===== src/rtl/axi_lite_pkg.sv =====
// ---------------------------------------------------------------------------
// axi_lite_pkg
// Shared definitions for the AXI4-Lite command master and anything that talks
// to it: the AXI response codes and the master's state encoding.
// No ports; import with "import axi_lite_pkg::*;".
// ---------------------------------------------------------------------------
package axi_lite_pkg;

  // AXI RRESP / BRESP encodings
  localparam logic [1:0] AXI_RESP_OKAY   = 2'b00;
  localparam logic [1:0] AXI_RESP_EXOKAY = 2'b01;
  localparam logic [1:0] AXI_RESP_SLVERR = 2'b10;
  localparam logic [1:0] AXI_RESP_DECERR = 2'b11;

  // Command master FSM encoding, kept as plain constants so older tools and
  // hand-written decoders elsewhere in the tree can use the same values.
  typedef logic [2:0] state_t;

  localparam state_t IDLE       = 3'd0;
  localparam state_t WRITE      = 3'd1;
  localparam state_t WRITE_RESP = 3'd2;
  localparam state_t READ_ADDR  = 3'd3;
  localparam state_t READ_DATA  = 3'd4;
  localparam state_t RESPOND    = 3'd5;

endpackage


===== src/rtl/axi_lite_cmd_master_if.sv =====
// ---------------------------------------------------------------------------
// axi_lite_cmd_master_if
// AXI4-Lite bus bundle used between the command master and a slave.
// Parameters:
//   axi_width  - data width in bits (32 or 64)
//   addr_width - byte address width in bits
// Channels:
//   AW: awaddr, awprot, awvalid / awready
//   W : wdata, wstrb, wvalid / wready
//   B : bresp, bvalid / bready
//   AR: araddr, arprot, arvalid / arready
//   R : rdata, rresp, rvalid / rready
// Modports: master (drives AW/W/AR and the B/R readies), slave (the mirror).
// ---------------------------------------------------------------------------
interface axi_lite_cmd_master_if #(
  parameter int axi_width  = 32,
  parameter int addr_width = 12
);

  logic [addr_width-1:0]   awaddr;
  logic [2:0]              awprot;
  logic                    awvalid;
  logic                    awready;

  logic [axi_width-1:0]    wdata;
  logic [axi_width/8-1:0]  wstrb;
  logic                    wvalid;
  logic                    wready;

  logic [1:0]              bresp;
  logic                    bvalid;
  logic                    bready;

  logic [addr_width-1:0]   araddr;
  logic [2:0]              arprot;
  logic                    arvalid;
  logic                    arready;

  logic [axi_width-1:0]    rdata;
  logic [1:0]              rresp;
  logic                    rvalid;
  logic                    rready;

  modport master (
    output awaddr, awprot, awvalid,
    input  awready,
    output wdata, wstrb, wvalid,
    input  wready,
    input  bresp, bvalid,
    output bready,
    output araddr, arprot, arvalid,
    input  arready,
    input  rdata, rresp, rvalid,
    output rready
  );

  modport slave (
    input  awaddr, awprot, awvalid,
    output awready,
    input  wdata, wstrb, wvalid,
    output wready,
    output bresp, bvalid,
    input  bready,
    input  araddr, arprot, arvalid,
    output arready,
    output rdata, rresp, rvalid,
    input  rready
  );

endinterface


===== src/rtl/axi_lite_cmd_master.sv =====
// ---------------------------------------------------------------------------
// axi_lite_cmd_master
// Turns single read/write commands into AXI4-Lite transactions, one at a time,
// and hands the slave's answer back on a response handshake.
// Parameters:
//   axi_width  - data width in bits (32 or 64)
//   addr_width - byte address width in bits
// Ports:
//   clk, rst_n            - rising-edge clock, async active-low reset
//   cmd_valid/cmd_ready   - command handshake
//   cmd_write             - 1 = write, 0 = read
//   cmd_addr/wdata/wstrb  - target byte address, write data, byte strobes
//   rsp_valid/rsp_ready   - response handshake
//   rsp_rdata             - read data (0 for writes)
//   rsp_resp              - RRESP/BRESP of the transaction, unmodified
//   rsp_write             - echo of the command's write flag
//   busy                  - high from command acceptance to response acceptance
//   m_axi                 - AXI4-Lite master port (axi_lite_cmd_master_if.master)
// ---------------------------------------------------------------------------
module axi_lite_cmd_master
  import axi_lite_pkg::*;
#(
  parameter int axi_width  = 32,
  parameter int addr_width = 12
) (
  input  logic                   clk,
  input  logic                   rst_n,

  input  logic                   cmd_valid,
  output logic                   cmd_ready,
  input  logic                   cmd_write,
  input  logic [addr_width-1:0]  cmd_addr,
  input  logic [axi_width-1:0]   cmd_wdata,
  input  logic [axi_width/8-1:0] cmd_wstrb,

  output logic                   rsp_valid,
  input  logic                   rsp_ready,
  output logic [axi_width-1:0]   rsp_rdata,
  output logic [1:0]             rsp_resp,
  output logic                   rsp_write,
  output logic                   busy,

  axi_lite_cmd_master_if.master  m_axi
);

  state_t                 state;
  logic                   ready_en;
  logic                   awvalid_q;
  logic                   wvalid_q;
  logic                   arvalid_q;
  logic [addr_width-1:0]  addr_q;
  logic [axi_width-1:0]   wdata_q;
  logic [axi_width/8-1:0] wstrb_q;
  logic                   write_q;
  logic [axi_width-1:0]   rdata_q;
  logic [1:0]             resp_q;
  logic                   aw_done;
  logic                   w_done;

  // ready_en holds cmd_ready low through reset and lets it rise on the first
  // clock after rst_n deasserts, while state is already IDLE.
  assign cmd_ready = ready_en && (state == IDLE);
  assign busy      = (state != IDLE);
  assign rsp_valid = (state == RESPOND);
  assign rsp_rdata = rdata_q;
  assign rsp_resp  = resp_q;
  assign rsp_write = write_q;

  assign m_axi.awaddr  = addr_q;
  assign m_axi.awprot  = 3'b000;
  assign m_axi.awvalid = awvalid_q;
  assign m_axi.wdata   = wdata_q;
  assign m_axi.wstrb   = wstrb_q;
  assign m_axi.wvalid  = wvalid_q;
  assign m_axi.bready  = (state == WRITE_RESP);
  assign m_axi.araddr  = addr_q;
  assign m_axi.arprot  = 3'b000;
  assign m_axi.arvalid = arvalid_q;
  assign m_axi.rready  = (state == READ_DATA);

  // Inside WRITE a channel's valid is only low once its handshake has
  // happened, so "done by this edge" is either already-dropped or handshaking
  // right now. This covers AW and W finishing together or in either order.
  assign aw_done = !awvalid_q || m_axi.awready;
  assign w_done  = !wvalid_q  || m_axi.wready;

  // Main sequencer. Valids are registered so they never follow the slave's
  // ready combinationally; slave responses are only looked at in the state
  // that expects them, anything else is ignored.
  always_ff @(posedge clk or negedge rst_n) begin
    if (!rst_n) begin
      state     <= IDLE;
      ready_en  <= 1'b0;
      awvalid_q <= 1'b0;
      wvalid_q  <= 1'b0;
      arvalid_q <= 1'b0;
      addr_q    <= '0;
      wdata_q   <= '0;
      wstrb_q   <= '0;
      write_q   <= 1'b0;
      rdata_q   <= '0;
      resp_q    <= AXI_RESP_OKAY;
    end else begin
      ready_en <= 1'b1;
      case (state)
        IDLE: begin
          if (cmd_valid && cmd_ready) begin
            addr_q  <= cmd_addr;
            wdata_q <= cmd_wdata;
            wstrb_q <= cmd_wstrb;
            write_q <= cmd_write;
            if (cmd_write) begin
              awvalid_q <= 1'b1;
              wvalid_q  <= 1'b1;
              state     <= WRITE;
            end else begin
              arvalid_q <= 1'b1;
              state     <= READ_ADDR;
            end
          end
        end

        WRITE: begin
          if (awvalid_q && m_axi.awready) awvalid_q <= 1'b0;
          if (wvalid_q && m_axi.wready)   wvalid_q  <= 1'b0;
          if (aw_done && w_done)          state     <= WRITE_RESP;
        end

        WRITE_RESP: begin
          if (m_axi.bvalid) begin
            resp_q  <= m_axi.bresp;
            rdata_q <= '0;
            state   <= RESPOND;
          end
        end

        READ_ADDR: begin
          if (m_axi.arready) begin
            arvalid_q <= 1'b0;
            state     <= READ_DATA;
          end
        end

        READ_DATA: begin
          if (m_axi.rvalid) begin
            rdata_q <= m_axi.rdata;
            resp_q  <= m_axi.rresp;
            state   <= RESPOND;
          end
        end

        RESPOND: begin
          if (rsp_ready) state <= IDLE;
        end

        default: begin
          awvalid_q <= 1'b0;
          wvalid_q  <= 1'b0;
          arvalid_q <= 1'b0;
          state     <= IDLE;
        end
      endcase
    end
  end

endmodule


===== src/flat_wrapper.sv =====
// flat-port wrapper written by rule: the top's interface ports become plain ports
module axi_lite_cmd_master_flat import axi_lite_pkg::*;
#(
  parameter int axi_width  = 32,
  parameter int addr_width = 12
)
  (clk, rst_n, cmd_valid, cmd_ready, cmd_write, cmd_addr, cmd_wdata, cmd_wstrb, rsp_valid, rsp_ready, rsp_rdata, rsp_resp, rsp_write, busy, m_axi_awaddr, m_axi_awprot, m_axi_awvalid, m_axi_awready, m_axi_wdata, m_axi_wstrb, m_axi_wvalid, m_axi_wready, m_axi_bresp, m_axi_bvalid, m_axi_bready, m_axi_araddr, m_axi_arprot, m_axi_arvalid, m_axi_arready, m_axi_rdata, m_axi_rresp, m_axi_rvalid, m_axi_rready);
  axi_lite_cmd_master_if #(.axi_width(axi_width), .addr_width(addr_width)) m_axi_i ();
  input  logic clk;
  input  logic rst_n;
  input  logic cmd_valid;
  output logic cmd_ready;
  input  logic cmd_write;
  input  logic [addr_width-1:0] cmd_addr;
  input  logic [axi_width-1:0] cmd_wdata;
  input  logic [axi_width/8-1:0] cmd_wstrb;
  output logic rsp_valid;
  input  logic rsp_ready;
  output logic [axi_width-1:0] rsp_rdata;
  output logic [1:0] rsp_resp;
  output logic rsp_write;
  output logic busy;
  output wire logic [$bits(m_axi_i.awaddr)-1:0] m_axi_awaddr;
  output wire logic [$bits(m_axi_i.awprot)-1:0] m_axi_awprot;
  output wire logic [$bits(m_axi_i.awvalid)-1:0] m_axi_awvalid;
  input wire logic [$bits(m_axi_i.awready)-1:0] m_axi_awready;
  output wire logic [$bits(m_axi_i.wdata)-1:0] m_axi_wdata;
  output wire logic [$bits(m_axi_i.wstrb)-1:0] m_axi_wstrb;
  output wire logic [$bits(m_axi_i.wvalid)-1:0] m_axi_wvalid;
  input wire logic [$bits(m_axi_i.wready)-1:0] m_axi_wready;
  input wire logic [$bits(m_axi_i.bresp)-1:0] m_axi_bresp;
  input wire logic [$bits(m_axi_i.bvalid)-1:0] m_axi_bvalid;
  output wire logic [$bits(m_axi_i.bready)-1:0] m_axi_bready;
  output wire logic [$bits(m_axi_i.araddr)-1:0] m_axi_araddr;
  output wire logic [$bits(m_axi_i.arprot)-1:0] m_axi_arprot;
  output wire logic [$bits(m_axi_i.arvalid)-1:0] m_axi_arvalid;
  input wire logic [$bits(m_axi_i.arready)-1:0] m_axi_arready;
  input wire logic [$bits(m_axi_i.rdata)-1:0] m_axi_rdata;
  input wire logic [$bits(m_axi_i.rresp)-1:0] m_axi_rresp;
  input wire logic [$bits(m_axi_i.rvalid)-1:0] m_axi_rvalid;
  output wire logic [$bits(m_axi_i.rready)-1:0] m_axi_rready;
  assign m_axi_awaddr = m_axi_i.awaddr;
  assign m_axi_awprot = m_axi_i.awprot;
  assign m_axi_awvalid = m_axi_i.awvalid;
  assign m_axi_i.awready = m_axi_awready;
  assign m_axi_wdata = m_axi_i.wdata;
  assign m_axi_wstrb = m_axi_i.wstrb;
  assign m_axi_wvalid = m_axi_i.wvalid;
  assign m_axi_i.wready = m_axi_wready;
  assign m_axi_i.bresp = m_axi_bresp;
  assign m_axi_i.bvalid = m_axi_bvalid;
  assign m_axi_bready = m_axi_i.bready;
  assign m_axi_araddr = m_axi_i.araddr;
  assign m_axi_arprot = m_axi_i.arprot;
  assign m_axi_arvalid = m_axi_i.arvalid;
  assign m_axi_i.arready = m_axi_arready;
  assign m_axi_i.rdata = m_axi_rdata;
  assign m_axi_i.rresp = m_axi_rresp;
  assign m_axi_i.rvalid = m_axi_rvalid;
  assign m_axi_rready = m_axi_i.rready;
  axi_lite_cmd_master #(.axi_width(axi_width), .addr_width(addr_width)) u_core (.clk(clk), .rst_n(rst_n), .cmd_valid(cmd_valid), .cmd_ready(cmd_ready), .cmd_write(cmd_write), .cmd_addr(cmd_addr), .cmd_wdata(cmd_wdata), .cmd_wstrb(cmd_wstrb), .rsp_valid(rsp_valid), .rsp_ready(rsp_ready), .rsp_rdata(rsp_rdata), .rsp_resp(rsp_resp), .rsp_write(rsp_write), .busy(busy), .m_axi(m_axi_i));
endmodule

===== config.mk =====
export PLATFORM = sky130hd
export DESIGN_NAME = axi_lite_cmd_master_flat
export DESIGN_NICKNAME = d
export VERILOG_FILES = /design/src/rtl/axi_lite_pkg.sv /design/src/rtl/axi_lite_cmd_master_if.sv /design/src/rtl/axi_lite_cmd_master.sv /design/src/flat_wrapper.sv
export SDC_FILE = /design/constraint.sdc
export NUM_CORES = 1
export LEC_CHECK = 0
export ABC_AREA = 1
export BUFFER_PORTS_ARGS = -buffer_cell sky130_fd_sc_hd__buf_2
export CORE_UTILIZATION = 45
export CTS_BUF_LIST = sky130_fd_sc_hd__clkbuf_16
export DETAILED_ROUTE_END_ITERATION = 12
export GPL_ROUTABILITY_DRIVEN = 0
export GPL_TIMING_DRIVEN = 0
export PLACE_DENSITY = 0.9
export RECOVER_POWER = 50
export SLEW_MARGIN = 15
export SYNTH_ARGS = -nofsm -noshare
export SYNTH_HDL_FRONTEND = slang
export SYNTH_SLANG_ARGS = --single-unit

===== constraint.sdc =====
create_clock -name clk -period 1.9 [get_ports clk]
set_input_delay 0.285 -clock clk [delete_from_list [all_inputs] [get_ports clk]]
set_output_delay 0.285 -clock clk [all_outputs]
set_load 0.02 [all_outputs]

## After elaboration in Yosys (flattened, before gate mapping)

Index checks and enable logic that the tools add are counted.
W data, S select, Z words.

- Bits of input ports: 94
- Output and inout port bits: 109
- Bits in registers: 90

- Equality and inequality tests: 15
- Reduce and logical (&&, ||, !) cells: 20
- Bitwise gates (word level): 2
- Multiplexer cells: 24

Operators by type and width:

| kind | count |
|---|---|
| $mux W32 | 2 |
| $pmux W32 S2 | 1 |
| $mux W3 | 6 |
| $pmux W3 S6 | 1 |
| $ne A2 B2 Y1 const B | 6 |
| $reduce_and A4 Y1 | 3 |
| $pmux W1 S3 | 3 |
| $ne A2 B1 Y1 const B | 4 |
| $reduce_or A4 Y1 | 2 |
| $mux W1 | 7 |
| $eq A3 B2 Y1 const B | 2 |
| $eq A3 B3 Y1 const B | 2 |
| $mux W2 | 3 |
| $reduce_and A6 Y1 | 1 |
| $logic_and A1 B1 Y1 | 5 |
| $pmux W2 S2 | 1 |
| $eq A3 B1 Y1 const B | 1 |
| $logic_not A3 Y1 | 1 |
| $reduce_and A3 Y1 | 1 |
| $reduce_bool A3 Y1 | 1 |
| $logic_not A1 Y1 | 2 |
| $logic_or A1 B1 Y1 | 2 |
| $not A1 Y1 | 2 |
| $reduce_and A2 Y1 | 1 |
| $reduce_bool A2 Y1 | 1 |

## Depth between registers and ports, before layout

- Depth in word-level cells: 5
- Depth in mapped cells: 11
- Depth with buffers taken out: 9

## Least setup slack after synthesis

No wires, ideal clock.

- Path type: reg2reg
- Start point: register u_core.state[2]
- End point: register u_core.arvalid_q (netlist: u_core.m_axi.arvalid)
- Setup slack: 419 ps
- Arrival: 1,416 ps
- Buffers on the path: 2
- Library setup time: 65 ps
- Stages on the path, launching flop included: 9
- Required time: 1,835 ps
- Cell sequence: dfrtp_1 buf_4 inv_2 nand2_2 nor2_4 nand2_2 buf_2 or2_0 nand2_1

- Cells in the longest elaborated chain, start to end: 5

RTL lines:

| what | RTL line | source |
|---|---|---|
| from (decl) | axi_lite_cmd_master.sv:46 | `state_t state;` |
| from (signal assigned) | axi_lite_cmd_master.sv:92 | `state <= IDLE;` |
| from (signal assigned) | axi_lite_cmd_master.sv:115 | `state <= WRITE;` |
| from (signal assigned) | axi_lite_cmd_master.sv:118 | `state <= READ_ADDR;` |
| $logic_not A3 Y1 | axi_lite_cmd_master.sv:62 | `assign cmd_ready = ready_en && (state == IDLE);` |
| $logic_and A1 B1 Y1 | axi_lite_cmd_master.sv:62 |  |
| via cmd_ready | flat_wrapper.sv:12 | `output logic cmd_ready;` |
| $logic_and A1 B1 Y1 | axi_lite_cmd_master.sv:107 | `if (cmd_valid && cmd_ready) begin` |
| $ne A2 B2 Y1 (no line) | -- |  |
| $reduce_and A4 Y1 (no line) | -- |  |
| to (signal assigned) | axi_lite_cmd_master.sv:96 | `arvalid_q <= 1'b0;` |
| to (signal assigned) | axi_lite_cmd_master.sv:117 | `arvalid_q <= 1'b1;` |
| to (signal assigned) | axi_lite_cmd_master.sv:139 | `arvalid_q <= 1'b0;` |
| to (decl) | axi_lite_cmd_master.sv:50 | `logic arvalid_q;` |

The timed path passes the listed nets, and every way through them passes these cells.
A chain may end at the register's enable or synchronous reset.

## Final worst setup path

- Start point: register u_core.state[1]
- End point: output port m_axi_rready

- Cells in the longest elaborated chain, start to end: 1

RTL lines:

| what | RTL line | source |
|---|---|---|
| $eq A3 B3 Y1 | axi_lite_cmd_master.sv:79 | `assign m_axi.rready = (state == READ_DATA);` |
| to (decl) | flat_wrapper.sv:41 | `output wire logic [$bits(m_axi_i.rready)-1:0] m_axi_rready;` |

Every way passes these cells.

==> reports/results.txt <==
Synthesized area: 3920 um^2. The longest clock path from root to sink contains 2 buffers. For the net switching power, the log shows 4340 uW. The maximum operating frequency was 0.564 GHz; the residual DRC count was 0.

At the pin with the least slew margin, the transition time is 1.17 ns. The die is 95.3 um wide. The die covers 9080 um^2. Cell at the root of the clock tree: sky130_fd_sc_hd__clkbuf_16. For this block, the initial DRC count from the detailed router was 85. The number of cells on the worst reg-to-reg path is 6.

The total clock buffers created by CTS was 9; the total power density per cell area was 1830 nW/um^2. In this run the critical register-to-register path is launched from u_core.state[0]. Net switching is 45.2% of the power. The run gives 2250 um^2 as the combined flip-flop and latch cell area. Capturing instance or port of the critical path: m_axi_rready.

Synthesis handed over a netlist of 461 instances. Sequential cells burn 35.4% of the power. TritonCTS built the clock tree. For the worst-skew pair, the clock arrives at the later sink with an insertion delay of 0.32 ns.

For this run, the slowest stage of the critical path takes 0.47 ns. In the final routed layout, each cell accounts on average for 12.6 um. The hold violation count in the final report was 0; the overall track demand over capacity in global routing was 21.2%. Sorting the synthesized cells by area gives the leading types as sky130_fd_sc_hd__dfrtp_1, sky130_fd_sc_hd__nand2_1, sky130_fd_sc_hd__inv_1, sky130_fd_sc_hd__nand3_1, sky130_fd_sc_hd__buf_4. The synthesized design spends more area on one cell type than any other, namely sky130_fd_sc_hd__dfrtp_1.

Subtracting the final worst setup slack from the clock period gives 1.77 ns. The initial utilization of the core area, before any placement, comes to 47.0%. The worst setup path is launched from a flop.

Initial antenna violation count: 0. Yosys mapped the design onto 25 distinct sky130hd cell types. The run gives 3 as the deepest level of the CTS H-tree.

Total stage count of the critical path: 4. The final cycle utilization of the critical path is 93.3%. The clock network burns 17.6% of the power. The number of standard-cell rows in the floorplan is 33, and the mean cell area of the mapped netlist is 8.50 um^2. Setup repair after global routing left no endpoint under its margin. The largest driver fanout on the critical path was 17. The via count of the first global-routing pass was 3,539; the sequential cell area fraction in the yosys report was 57.5%. The category of cells accounting for the largest share of critical-path delay is flip-flops. The internal power of the cells totals 5260 uW. The peak ir drop on the vdd network came out at 0.985 mV.

The path class of the lowest-slack min-delay path was primary input to flop. Kind of end point of the critical path: a primary output. Measured along the y axis, the die boundary spans 95.3 um. Clock-pin slew was measured on the worst setup and hold paths at 0.06 ns.

The area of the multi-input gates is 1220 um^2. Entering global routing, the biggest net connects 48 pins. The count of endpoints failing setup in the final report is 0.

Before antenna repair, the detailed router went through 4 iterations. At the worst endpoint, the arrival time is 1.49 ns. The logs give 7.54 mm for the total half-perimeter wirelength after legalization and detailed placement and 716 for the count of filler cells inserted in the layout.

In this run the tightest slew margin relative to its limit is 21.7%. The number of top-level pins is 203, and the flip-flop and latch count after synthesis is 90. The finished cells cover 5250 um^2. The worst setup path is of the flop to primary output kind. Yosys printed 0 warnings.

The number of buffer and inverter stages on the critical path came out at 2. The flow ran to the end, and the final reports show no timing, DRC or antenna violations. The area share of the leading cell type in the synthesized netlist works out to 57.5%.

The ratio of routed vias to standard cells was 4.75. The critical path data required time was 1.62 ns. In this run the worst setup path begins at u_core.state[1]. The residual overflow from global routing came out at 0. For the clock skew after layout, the log shows 0.00959 ns. Clock tree synthesis found a total of 90 sinks. Port buffering added 196 buffers.

Walking the worst path, the cells encountered are nor2_4, nand2_2, clkinv_2, buf_2. Once detail routing completed, the nets flagged for antenna violations numbered 0. The run gives 0 as the count of final max-slew check failures. The analysis attributes to cell leakage a power of 0.00289 uW. The routed layout has 3,720 vias. The total area inside the core boundary comes to 8340 um^2. The slack of the worst reg-to-reg path is 0.22 ns. Cells fill 63.0% of the core in the end.

The critical-path cell with the highest stage delay is sky130_fd_sc_hd__dfrtp_1. 0 antenna diodes ended up in the layout. The tools report the capture instance of the worst register-to-register path as u_core.rsp_rdata[1]. At the end of the flow, the number of nets in the layout was 768. Combinational logic burns 47.0% of the power.

The number of violations of the max-capacitance limit was 0; the fraction of layout cells with a size suffix above 1 was 25.1%. Wires add up to 9.87 mm. Once placement finished, the instance area stood at 5070 um^2. The global-route wire length before repair was 15.1 mm; the synthesis-to-layout area growth was 34.1%.
## cell usage after synthesis
cell type	count
sky130_fd_sc_hd__a21oi_1	5
sky130_fd_sc_hd__a21oi_4	1
sky130_fd_sc_hd__a31oi_1	1
sky130_fd_sc_hd__buf_2	7
sky130_fd_sc_hd__buf_4	22
sky130_fd_sc_hd__buf_6	3
sky130_fd_sc_hd__clkbuf_1	6
sky130_fd_sc_hd__clkinv_1	1
sky130_fd_sc_hd__conb_1	2
sky130_fd_sc_hd__dfrtp_1	90
sky130_fd_sc_hd__inv_1	50
sky130_fd_sc_hd__inv_2	4
sky130_fd_sc_hd__nand2_1	175
sky130_fd_sc_hd__nand2_2	6
sky130_fd_sc_hd__nand3_1	37
sky130_fd_sc_hd__nand3b_1	1
sky130_fd_sc_hd__nand4_1	2
sky130_fd_sc_hd__nor2_1	7
sky130_fd_sc_hd__nor2_2	1
sky130_fd_sc_hd__nor2_4	2
sky130_fd_sc_hd__nor3_1	1
sky130_fd_sc_hd__o21ai_0	5
sky130_fd_sc_hd__o21ai_1	30
sky130_fd_sc_hd__o22ai_1	1
sky130_fd_sc_hd__or2_0	1
## placed cells by master (no fill, tap or decap), drive strengths merged, types with 2 or more instances in the layout
cell type  netlist  routed
a21oi            6       6
buf             32     141
clkbuf           6     102
clkinv           1       2
clkinvlp         0       3
conb             2       7
dfrtp           90      90
inv             54      55
nand2          181     181
nand3           37      37
nand4            2       2
nor2            10      10
o21ai           35      35
## tightest hold or removal path, cell delays in order
cell and delay (ns):
sky130_fd_sc_hd__buf_2 0.07, sky130_fd_sc_hd__nand2_1 0.04, sky130_fd_sc_hd__nand2_1 0.04
## power groups by stage
| stage | Combinational (uW) | Sequential [uW] | Clock, uW |
|---|---|---|---|
| 2_1_floorplan | 2050 | 4450 | 0 |
| 3_3_place_gp | 4630 | 3340 | 0 |
| 3_5_place_dp | 4790 | 3380 | 0 |
| 4_1_cts | 4790 | 3370 | 1730 |
| 5_1_grt | 4960 | 3510 | 1820 |
| 6_report | 4520 | 3400 | 1690 |
## registers in the layout, indices dropped and copies added (netlist names)
name                  count
u_core.m_axi.araddr      12
u_core.m_axi.arvalid      1
u_core.m_axi.awvalid      1
u_core.m_axi.wdata       32
u_core.m_axi.wstrb        4
u_core.m_axi.wvalid       1
u_core.ready_en           1
u_core.rsp_rdata         32
u_core.rsp_resp           2
u_core.rsp_write          1
u_core.state              3
## cells by family (layout without fill, tap and decap cells)
group	count (synthesis)	count (layout)	share of synthesized area (%)
simple gates	233	233	24.7
buf+inv	93	305	11.8
compound gates	43	43	5.84
flops	90	90	57.5
other cells	2	7	0.192
## worst min-delay path by stage
stage | from | endpoint | slack [ns] | cells past startpoint
CTS | cmd_wdata[27] | u_core.m_axi.wdata[27] | 0.15 | 3
global route | cmd_addr[11] | u_core.m_axi.araddr[11] | 0.14 | 3
floorplan | rst_n | u_core.m_axi.araddr[0] | -0.01 | 0
detailed placement | rst_n | u_core.m_axi.wdata[20] | 0.33 | 1
global placement | u_core.m_axi.wdata[27] | u_core.m_axi.wdata[27] | 0.46 | 2
finish | cmd_wdata[27] | u_core.m_axi.wdata[27] | 0.16 | 3
## layout make-up
class / instances / share of cell area (%)
clock inverter: 6 / 1.14
timing repair buffer: 198 / 17.2
clock buffer: 9 / 4.29
multi-input combinational: 283 / 23.2
inverter: 55 / 3.95
sequential: 90 / 42.9
tap: 105 / 2.50
buffer: 37 / 4.79
## through the flow
step	setup slack (ns)	TNS, ns	std cells	total power [uW]	hold slack (ns)
4_1_cts	0.116	0	783	9890	0.146
2_1_floorplan	0.419	0	466	6500	-0.0106
3_5_place_dp	0.244	0	768	8170	0.332
3_3_place_gp	-0.174	-15.16	767	7980	0.458
5_1_grt	0.0448	0	783	10300	0.145
6_report	0.127	0	783	9600	0.158
## what timing repair did
| action | CTS | global route |
|---|---|---|
| hold buffers | 1 | 0 |
| endpoints found under the hold margin | 33 | 0 |
| gates resized for setup | 1 | 0 |
| buffers inserted | 0 | 0 |
| setup endpoints to repair | 1 | 0 |
## metal layers
metal  up-vias  part of all wire (%)  track usage, %
met5         -                     0               0
li1       1811                     -               -
met1      1722                    40            23.5
met3        16                   8.3            6.46
met2       171                    50            38.2
met4         0                   1.6            7.32
No activity file was read; power rests on OpenSTA's default activity.
